==> src/rtl/load_store_unit_if.sv <==
// Word-wide variable-latency data-memory port between the load/store unit and memory.
interface load_store_unit_if;
    logic        mem_req;
    logic        mem_we;
    logic [31:0] mem_addr;
    logic [31:0] mem_wdata;
    logic [3:0]  mem_be;
    logic [31:0] mem_rdata;
    logic        mem_ready;

    modport master (
        output mem_req, mem_we, mem_addr, mem_wdata, mem_be,
        input  mem_rdata, mem_ready
    );

    modport slave (
        input  mem_req, mem_we, mem_addr, mem_wdata, mem_be,
        output mem_rdata, mem_ready
    );
endinterface

==> src/rtl/load_store_unit.sv <==
// Memory-access stage: turns ALU address + rs2 into a byte-enabled word access,
// stalls the core while memory is busy and returns extended load data or a fault code.
module load_store_unit #(
    parameter int TIMEOUT_CYCLES = 255
) (
    input  logic                      clk,
    input  logic                      reset,
    input  logic                      MemRead,
    input  logic                      MemWrite,
    input  logic [2:0]                Funct3,
    input  logic [31:0]               ALUResult,
    input  logic [31:0]               WriteData,
    output logic [31:0]               ReadData,
    output logic                      Stall,
    output logic                      Done,
    output logic [1:0]                FaultCode,
    load_store_unit_if.master         mem
);

    typedef enum logic [1:0] {IDLE, BUSY, DONE} state_t;

    localparam logic [1:0] FC_NONE     = 2'b00;
    localparam logic [1:0] FC_MISALIGN = 2'b01;
    localparam logic [1:0] FC_ILLEGAL  = 2'b10;
    localparam logic [1:0] FC_TIMEOUT  = 2'b11;

    state_t      state_q, state_d;
    logic        mem_req_q, mem_req_d;
    logic        mem_we_q, mem_we_d;
    logic [31:0] mem_addr_q, mem_addr_d;
    logic [31:0] mem_wdata_q, mem_wdata_d;
    logic [3:0]  mem_be_q, mem_be_d;
    logic [2:0]  funct3_q, funct3_d;
    logic [1:0]  off_q, off_d;
    logic [31:0] read_data_q, read_data_d;
    logic [1:0]  fault_q, fault_d;
    logic [15:0] cnt_q, cnt_d;
    logic        timeout_hit;

    function automatic logic illegal_width(input logic [2:0] f3, input logic is_store);
        if (is_store) return (f3 > 3'd2);
        case (f3)
            3'b000, 3'b001, 3'b010, 3'b100, 3'b101: return 1'b0;
            default:                                return 1'b1;
        endcase
    endfunction

    function automatic logic misaligned(input logic [2:0] f3, input logic [1:0] off);
        case (f3[1:0])
            2'b01:   return off[0];
            2'b10:   return (off != 2'b00);
            default: return 1'b0;
        endcase
    endfunction

    function automatic logic [3:0] store_be(input logic [2:0] f3, input logic [1:0] off);
        case (f3[1:0])
            2'b00:   return 4'b0001 << off;
            2'b01:   return 4'b0011 << off;
            default: return 4'b1111;
        endcase
    endfunction

    function automatic logic [31:0] store_wdata(input logic [2:0] f3, input logic [31:0] d);
        case (f3[1:0])
            2'b00:   return {4{d[7:0]}};
            2'b01:   return {2{d[15:0]}};
            default: return d;
        endcase
    endfunction

    function automatic logic [31:0] load_extract(input logic [2:0] f3, input logic [1:0] off,
                                                 input logic [31:0] w);
        logic [7:0]  b;
        logic [15:0] h;
        b = w[{off, 3'b000} +: 8];
        h = off[1] ? w[31:16] : w[15:0];
        case (f3)
            3'b000:  return {{24{b[7]}}, b};
            3'b100:  return {24'h0, b};
            3'b001:  return {{16{h[15]}}, h};
            3'b101:  return {16'h0, h};
            default: return w;
        endcase
    endfunction

    // Counter holds the number of BUSY cycles already completed, so this cycle is the limit.
    assign timeout_hit = (({1'b0, cnt_q} + 17'd1) == 17'(TIMEOUT_CYCLES));

    always_comb begin
        state_d     = state_q;
        mem_req_d   = mem_req_q;
        mem_we_d    = mem_we_q;
        mem_addr_d  = mem_addr_q;
        mem_wdata_d = mem_wdata_q;
        mem_be_d    = mem_be_q;
        funct3_d    = funct3_q;
        off_d       = off_q;
        read_data_d = read_data_q;
        fault_d     = fault_q;
        cnt_d       = cnt_q;
        Stall       = 1'b0;

        case (state_q)
            IDLE: begin
                if (MemRead || MemWrite) begin
                    Stall       = 1'b1;
                    funct3_d    = Funct3;
                    off_d       = ALUResult[1:0];
                    mem_we_d    = MemWrite;
                    mem_addr_d  = {ALUResult[31:2], 2'b00};
                    mem_be_d    = MemWrite ? store_be(Funct3, ALUResult[1:0]) : 4'b1111;
                    mem_wdata_d = MemWrite ? store_wdata(Funct3, WriteData) : 32'h0;
                    read_data_d = 32'h0;
                    cnt_d       = 16'h0;
                    if (illegal_width(Funct3, MemWrite)) begin
                        fault_d = FC_ILLEGAL;
                        state_d = DONE;
                    end else if (misaligned(Funct3, ALUResult[1:0])) begin
                        fault_d = FC_MISALIGN;
                        state_d = DONE;
                    end else begin
                        fault_d   = FC_NONE;
                        mem_req_d = 1'b1;
                        state_d   = BUSY;
                    end
                end
            end
            BUSY: begin
                Stall = 1'b1;
                cnt_d = cnt_q + 16'd1;
                if (mem.mem_ready) begin
                    mem_req_d   = 1'b0;
                    fault_d     = FC_NONE;
                    read_data_d = mem_we_q ? 32'h0 : load_extract(funct3_q, off_q, mem.mem_rdata);
                    state_d     = DONE;
                end else if (timeout_hit) begin
                    mem_req_d   = 1'b0;
                    fault_d     = FC_TIMEOUT;
                    read_data_d = 32'h0;
                    state_d     = DONE;
                end
            end
            DONE: begin
                state_d = IDLE;
            end
            default: begin
                state_d = IDLE;
            end
        endcase
    end

    always_ff @(posedge clk or posedge reset) begin
        if (reset) begin
            state_q     <= IDLE;
            mem_req_q   <= 1'b0;
            mem_we_q    <= 1'b0;
            mem_addr_q  <= 32'h0;
            mem_wdata_q <= 32'h0;
            mem_be_q    <= 4'h0;
            funct3_q    <= 3'h0;
            off_q       <= 2'h0;
            read_data_q <= 32'h0;
            fault_q     <= FC_NONE;
            cnt_q       <= 16'h0;
        end else begin
            state_q     <= state_d;
            mem_req_q   <= mem_req_d;
            mem_we_q    <= mem_we_d;
            mem_addr_q  <= mem_addr_d;
            mem_wdata_q <= mem_wdata_d;
            mem_be_q    <= mem_be_d;
            funct3_q    <= funct3_d;
            off_q       <= off_d;
            read_data_q <= read_data_d;
            fault_q     <= fault_d;
            cnt_q       <= cnt_d;
        end
    end

    assign Done          = (state_q == DONE);
    assign ReadData      = read_data_q;
    assign FaultCode     = fault_q;
    assign mem.mem_req   = mem_req_q;
    assign mem.mem_we    = mem_we_q;
    assign mem.mem_addr  = mem_addr_q;
    assign mem.mem_wdata = mem_wdata_q;
    assign mem.mem_be    = mem_be_q;

endmodule
==> src/flat_wrapper.sv <==
// flat-port wrapper written by rule: the top's interface ports become plain ports
module load_store_unit_flat 
#(
    parameter int TIMEOUT_CYCLES = 255
)
  (clk, reset, MemRead, MemWrite, Funct3, ALUResult, WriteData, ReadData, Stall, Done, FaultCode, mem_mem_req, mem_mem_we, mem_mem_addr, mem_mem_wdata, mem_mem_be, mem_mem_rdata, mem_mem_ready);
  load_store_unit_if mem_i ();
  input  logic clk;
  input  logic reset;
  input  logic MemRead;
  input  logic MemWrite;
  input  logic [2:0] Funct3;
  input  logic [31:0] ALUResult;
  input  logic [31:0] WriteData;
  output logic [31:0] ReadData;
  output logic Stall;
  output logic Done;
  output logic [1:0] FaultCode;
  output wire logic [$bits(mem_i.mem_req)-1:0] mem_mem_req;
  output wire logic [$bits(mem_i.mem_we)-1:0] mem_mem_we;
  output wire logic [$bits(mem_i.mem_addr)-1:0] mem_mem_addr;
  output wire logic [$bits(mem_i.mem_wdata)-1:0] mem_mem_wdata;
  output wire logic [$bits(mem_i.mem_be)-1:0] mem_mem_be;
  input wire logic [$bits(mem_i.mem_rdata)-1:0] mem_mem_rdata;
  input wire logic [$bits(mem_i.mem_ready)-1:0] mem_mem_ready;
  assign mem_mem_req = mem_i.mem_req;
  assign mem_mem_we = mem_i.mem_we;
  assign mem_mem_addr = mem_i.mem_addr;
  assign mem_mem_wdata = mem_i.mem_wdata;
  assign mem_mem_be = mem_i.mem_be;
  assign mem_i.mem_rdata = mem_mem_rdata;
  assign mem_i.mem_ready = mem_mem_ready;
  load_store_unit #(.TIMEOUT_CYCLES(TIMEOUT_CYCLES)) u_core (.clk(clk), .reset(reset), .MemRead(MemRead), .MemWrite(MemWrite), .Funct3(Funct3), .ALUResult(ALUResult), .WriteData(WriteData), .ReadData(ReadData), .Stall(Stall), .Done(Done), .FaultCode(FaultCode), .mem(mem_i));
endmodule
==> config.mk <==
export PLATFORM = sky130hd
export DESIGN_NAME = load_store_unit_flat
export DESIGN_NICKNAME = d
export VERILOG_FILES = /design/src/rtl/load_store_unit_if.sv /design/src/rtl/load_store_unit.sv /design/src/flat_wrapper.sv
export SDC_FILE = /design/constraint.sdc
export NUM_CORES = 1
export LEC_CHECK = 0
export ABC_AREA = 1
export BUFFER_PORTS_ARGS = -buffer_cell sky130_fd_sc_hd__buf_4
export CAP_MARGIN = 5
export CORE_MARGIN = 2
export CORE_UTILIZATION = 51
export DETAILED_ROUTE_END_ITERATION = 12
export GPL_ROUTABILITY_DRIVEN = 0
export PLACE_DENSITY = 0.78
export SLEW_MARGIN = 20
export SYNTH_ARGS = -nofsm -noshare
export SYNTH_HDL_FRONTEND = slang
export SYNTH_SLANG_ARGS = --single-unit
==> constraint.sdc <==
create_clock -name clk -period 4.6 [get_ports clk]
set_input_delay 0.46 -clock clk [delete_from_list [all_inputs] [get_ports clk]]
set_output_delay 0.46 -clock clk [all_outputs]
set_load 0.01 [all_outputs]
==> impl_metrics.csv <==
group,metric,value,unit
sta,worst_pin_slew,0.7304,ns
global_routing,grt_pass1_wl,28550,um
clock_tree,cts_tree,"built",
routing,drt_wl_total,17610,um
clock_tree,clkSinkCount,125,
worst_setup_path,crit_top_cell,"inv_2",
clock_tree,cts_resized,0,
routing,vias,6056,
worst_setup_path,cp.required,4.14,ns
sta,finalSetupViolCount,0,
worst_setup_path,critical_path_class,"reg2out",
yosys,synth_cell_type_count,36,
sta,hold_violations,0,
floorplanning,die_area,0.01308,mm2
worst_setup_path,critical-path-slowest-cell,"inv_2",
yosys,syn_inst,812,
global_routing,grt.overflow.total,0,
floorplanning,initial_core_util,51.94,%
yosys,yosysSeqAreaShare,50.35,%
yosys,netlist_area,0.006212,mm2
sta,skew,0.009786,ns
routing,vias_per_cell,5.185,
global_routing,grt_max_degree,75,
pwr,p_leak,4.470,nW
clock_tree,htree_levels,4,
sta,maxSlewViolCount,0,
worst_setup_path,crit_fanout,35,
cells_and_area,area_delta_synth_final,35.45,%
routing,dr.pass1.iters,5,
worst_setup_path,cp.arrival,2.24,ns
yosys,yosys_warnings,0,
global_routing,track_usage,28.02,%
floorplanning,core,0.01196,mm2
clock_tree,numCtsBuffers,17,
placed_design,portBuffers,207,
clock_tree,clk_latency,0.42,ns
yosys,yosysMostFrequentCell,"nand2_1",
yosys,synth_area_leaders,"dfrtp_1 50%, nand2_1 19%, o21ai_0 6.0%",
routing,ant_nets,0,
clock_tree,cts_root_buf,"clkbuf_16",
job,cap_violations,0,
status,status,"complete, no violations",
worst_setup_path,endpoint_kind,"output port",
sta,worst_slack,1.902,ns
worst_setup_path,critPathMaxStageDelay,0.45,ns
yosys,synth_top_cells_by_count,"317 x nand2_1, 125 x dfrtp_1, 74 x o21ai_0",
placed_design,place_ws,2.024,ns
yosys,synth-seq-cells,125,
floorplanning,die_w,114.4,um
routing,drt_iter0_drc,391,
global_routing,antenna_found_initial,0,
yosys,syn_avg_cell_area,7.651,um2
floorplanning,fp.dieH,114.4,um
floorplanning,ios,210,
routing,wire_per_inst,15.07,um
worst_setup_path,critical_path_buf_inv_count,4,
cells_and_area,diodes,0,
worst_setup_path,cp-start-kind,"flip-flop",
floorplanning,core.rowCount,40,
routing,drc,0,
sta,tns,0,ns
yosys,synth-main-ff-cell,"dfrtp_1",
cells_and_area,final_net_count,1117,
global_routing,grt_pass1_vias,5705,
clock_tree,clkTransAtPathRegs,0.06,ns
cells_and_area,n_fill_cell,1011,
worst_setup_path,crit_chain,"inv_1, nand3_2, inv_2, nor2_1, inv_2, buf_4",
sta,fin_crit_sh,58.64,%
sta,timing.fmax,370.7,MHz
cells_and_area,drive_gt1_share,26.25,%
worst_setup_path,crit_family,"buffers and inverters",
clock_tree,cts_hold_buf,0,
yosys,synth_edf_count,0,
sta,rsz0062_at_grt,"no",
pwr,power.density,642.0,mW/mm2
placed_design,place_hpwl,12530,um
clock_tree,post_cts_buffers,0,
pwr,peakVddDrop,0.4088,mV
sta,maxSlewHeadroom,51.31,%
sta,fin_crit,2.698,ns
yosys,synthArstFlopShare,100.0,%
yosys,yosysTopAreaCellShare,50.35,%
hold_path,hp-class,"in2async",
clock_tree,clockBufferDepth,2,
yosys,yosysTopAreaCell,"dfrtp_1",
-- area by class of cell --
type	instances	area, um2	share of cell area, %
sequential	125	3128	37.17
multi-input combinational	585	2670	31.73
timing repair buffer	212	1592	18.91
clock buffer	18	429.2	5.100
inverter	67	254.0	3.019
tap	147	183.9	2.186
clock inverter	14	157.7	1.874
-- routing by layer --
layer / track usage, % / share of wire, % / vias up
met4: 12.11 / 3.0 / 0
li1: - / - / 2993
met2: 42.90 / 46 / 275
met5: 0 / 0 / -
met3: 7.729 / 8.7 / 38
met1: 37.64 / 42 / 2750
-- metrics by stage --
| step | utilization (%) | power (mW) | hold WS (ns) | cells | area [um2] |
|---|---|---|---|---|---|
| finish | 70.35 | 5.402 | 0.1614 | 1168 | 8414 |
| CTS | 70.35 | 5.425 | 0.1760 | 1168 | 8414 |
| global placement | 65.44 | 4.029 | 0.4558 | 1136 | 7828 |
| detailed placement | 65.44 | 4.056 | 0.4597 | 1136 | 7828 |
| floorplan | - | 3.062 | 0.5034 | 813 | 6216 |
| global route | 70.35 | 5.780 | 0.2271 | 1168 | 8414 |
-- where the power goes --
group          internal (mW)  leakage, nW  switching, mW
Sequential              1.53         1.62          0.368
Combinational          0.915         2.57           1.24
Clock                  0.808        0.279          0.535
Total                   3.26         4.47           2.14
-- placed cells by master (no fill, tap or decap), types with 7 or more instances in the layout --
cell,count
nand2_1,317
nand2_2,11
inv_1,60
o21ai_0,74
nand3_1,22
a21oi_1,38
nand4_1,7
buf_4,212
a22o_1,9
inv_6,7
o211ai_1,7
dfrtp_1,125
clkbuf_16,17
nor2_1,60
-- flip-flops by register name, indices dropped and copies added, names as in the netlist --
name,flops
u_core.funct3_q,3
u_core.mem.mem_req,1
u_core.mem.mem_addr,30
u_core.FaultCode,2
u_core.ReadData,32
u_core.off_q,2
u_core.mem.mem_we,1
u_core.mem.mem_be,4
u_core.state_q,2
u_core.cnt_q,16
u_core.mem.mem_wdata,32
-- final timing paths --
kind / startpoint / end / slack [ns] / cells past startpoint
worst max-delay path: u_core.state_q[0] / Stall / 1.90 / 6
worst min-delay path: reset / u_core.ReadData[4] / 0.16 / 2
worst max register to register: u_core.state_q[0] / u_core.ReadData[7] / 2.00 / 9
worst min register to register: u_core.ReadData[19] / u_core.ReadData[19] / 0.47 / 2
max in group asynchronous: reset / u_core.mem.mem_addr[20] / 3.48 / 3
min in group clk: ALUResult[23] / u_core.mem.mem_addr[23] / 0.23 / 3
-- logic make-up after synthesis --
kind of cell | synth area share, %
AO/OA/AOI/OAI | 13.66
flip-flops | 50.35
XOR/XNOR | 0.2820
AND/OR/NAND/NOR | 27.84
buffers and inverters | 6.808
adder cells (fa/ha/maj) | 1.007
other | 0.06037
Power figures use the tool's default switching activity.
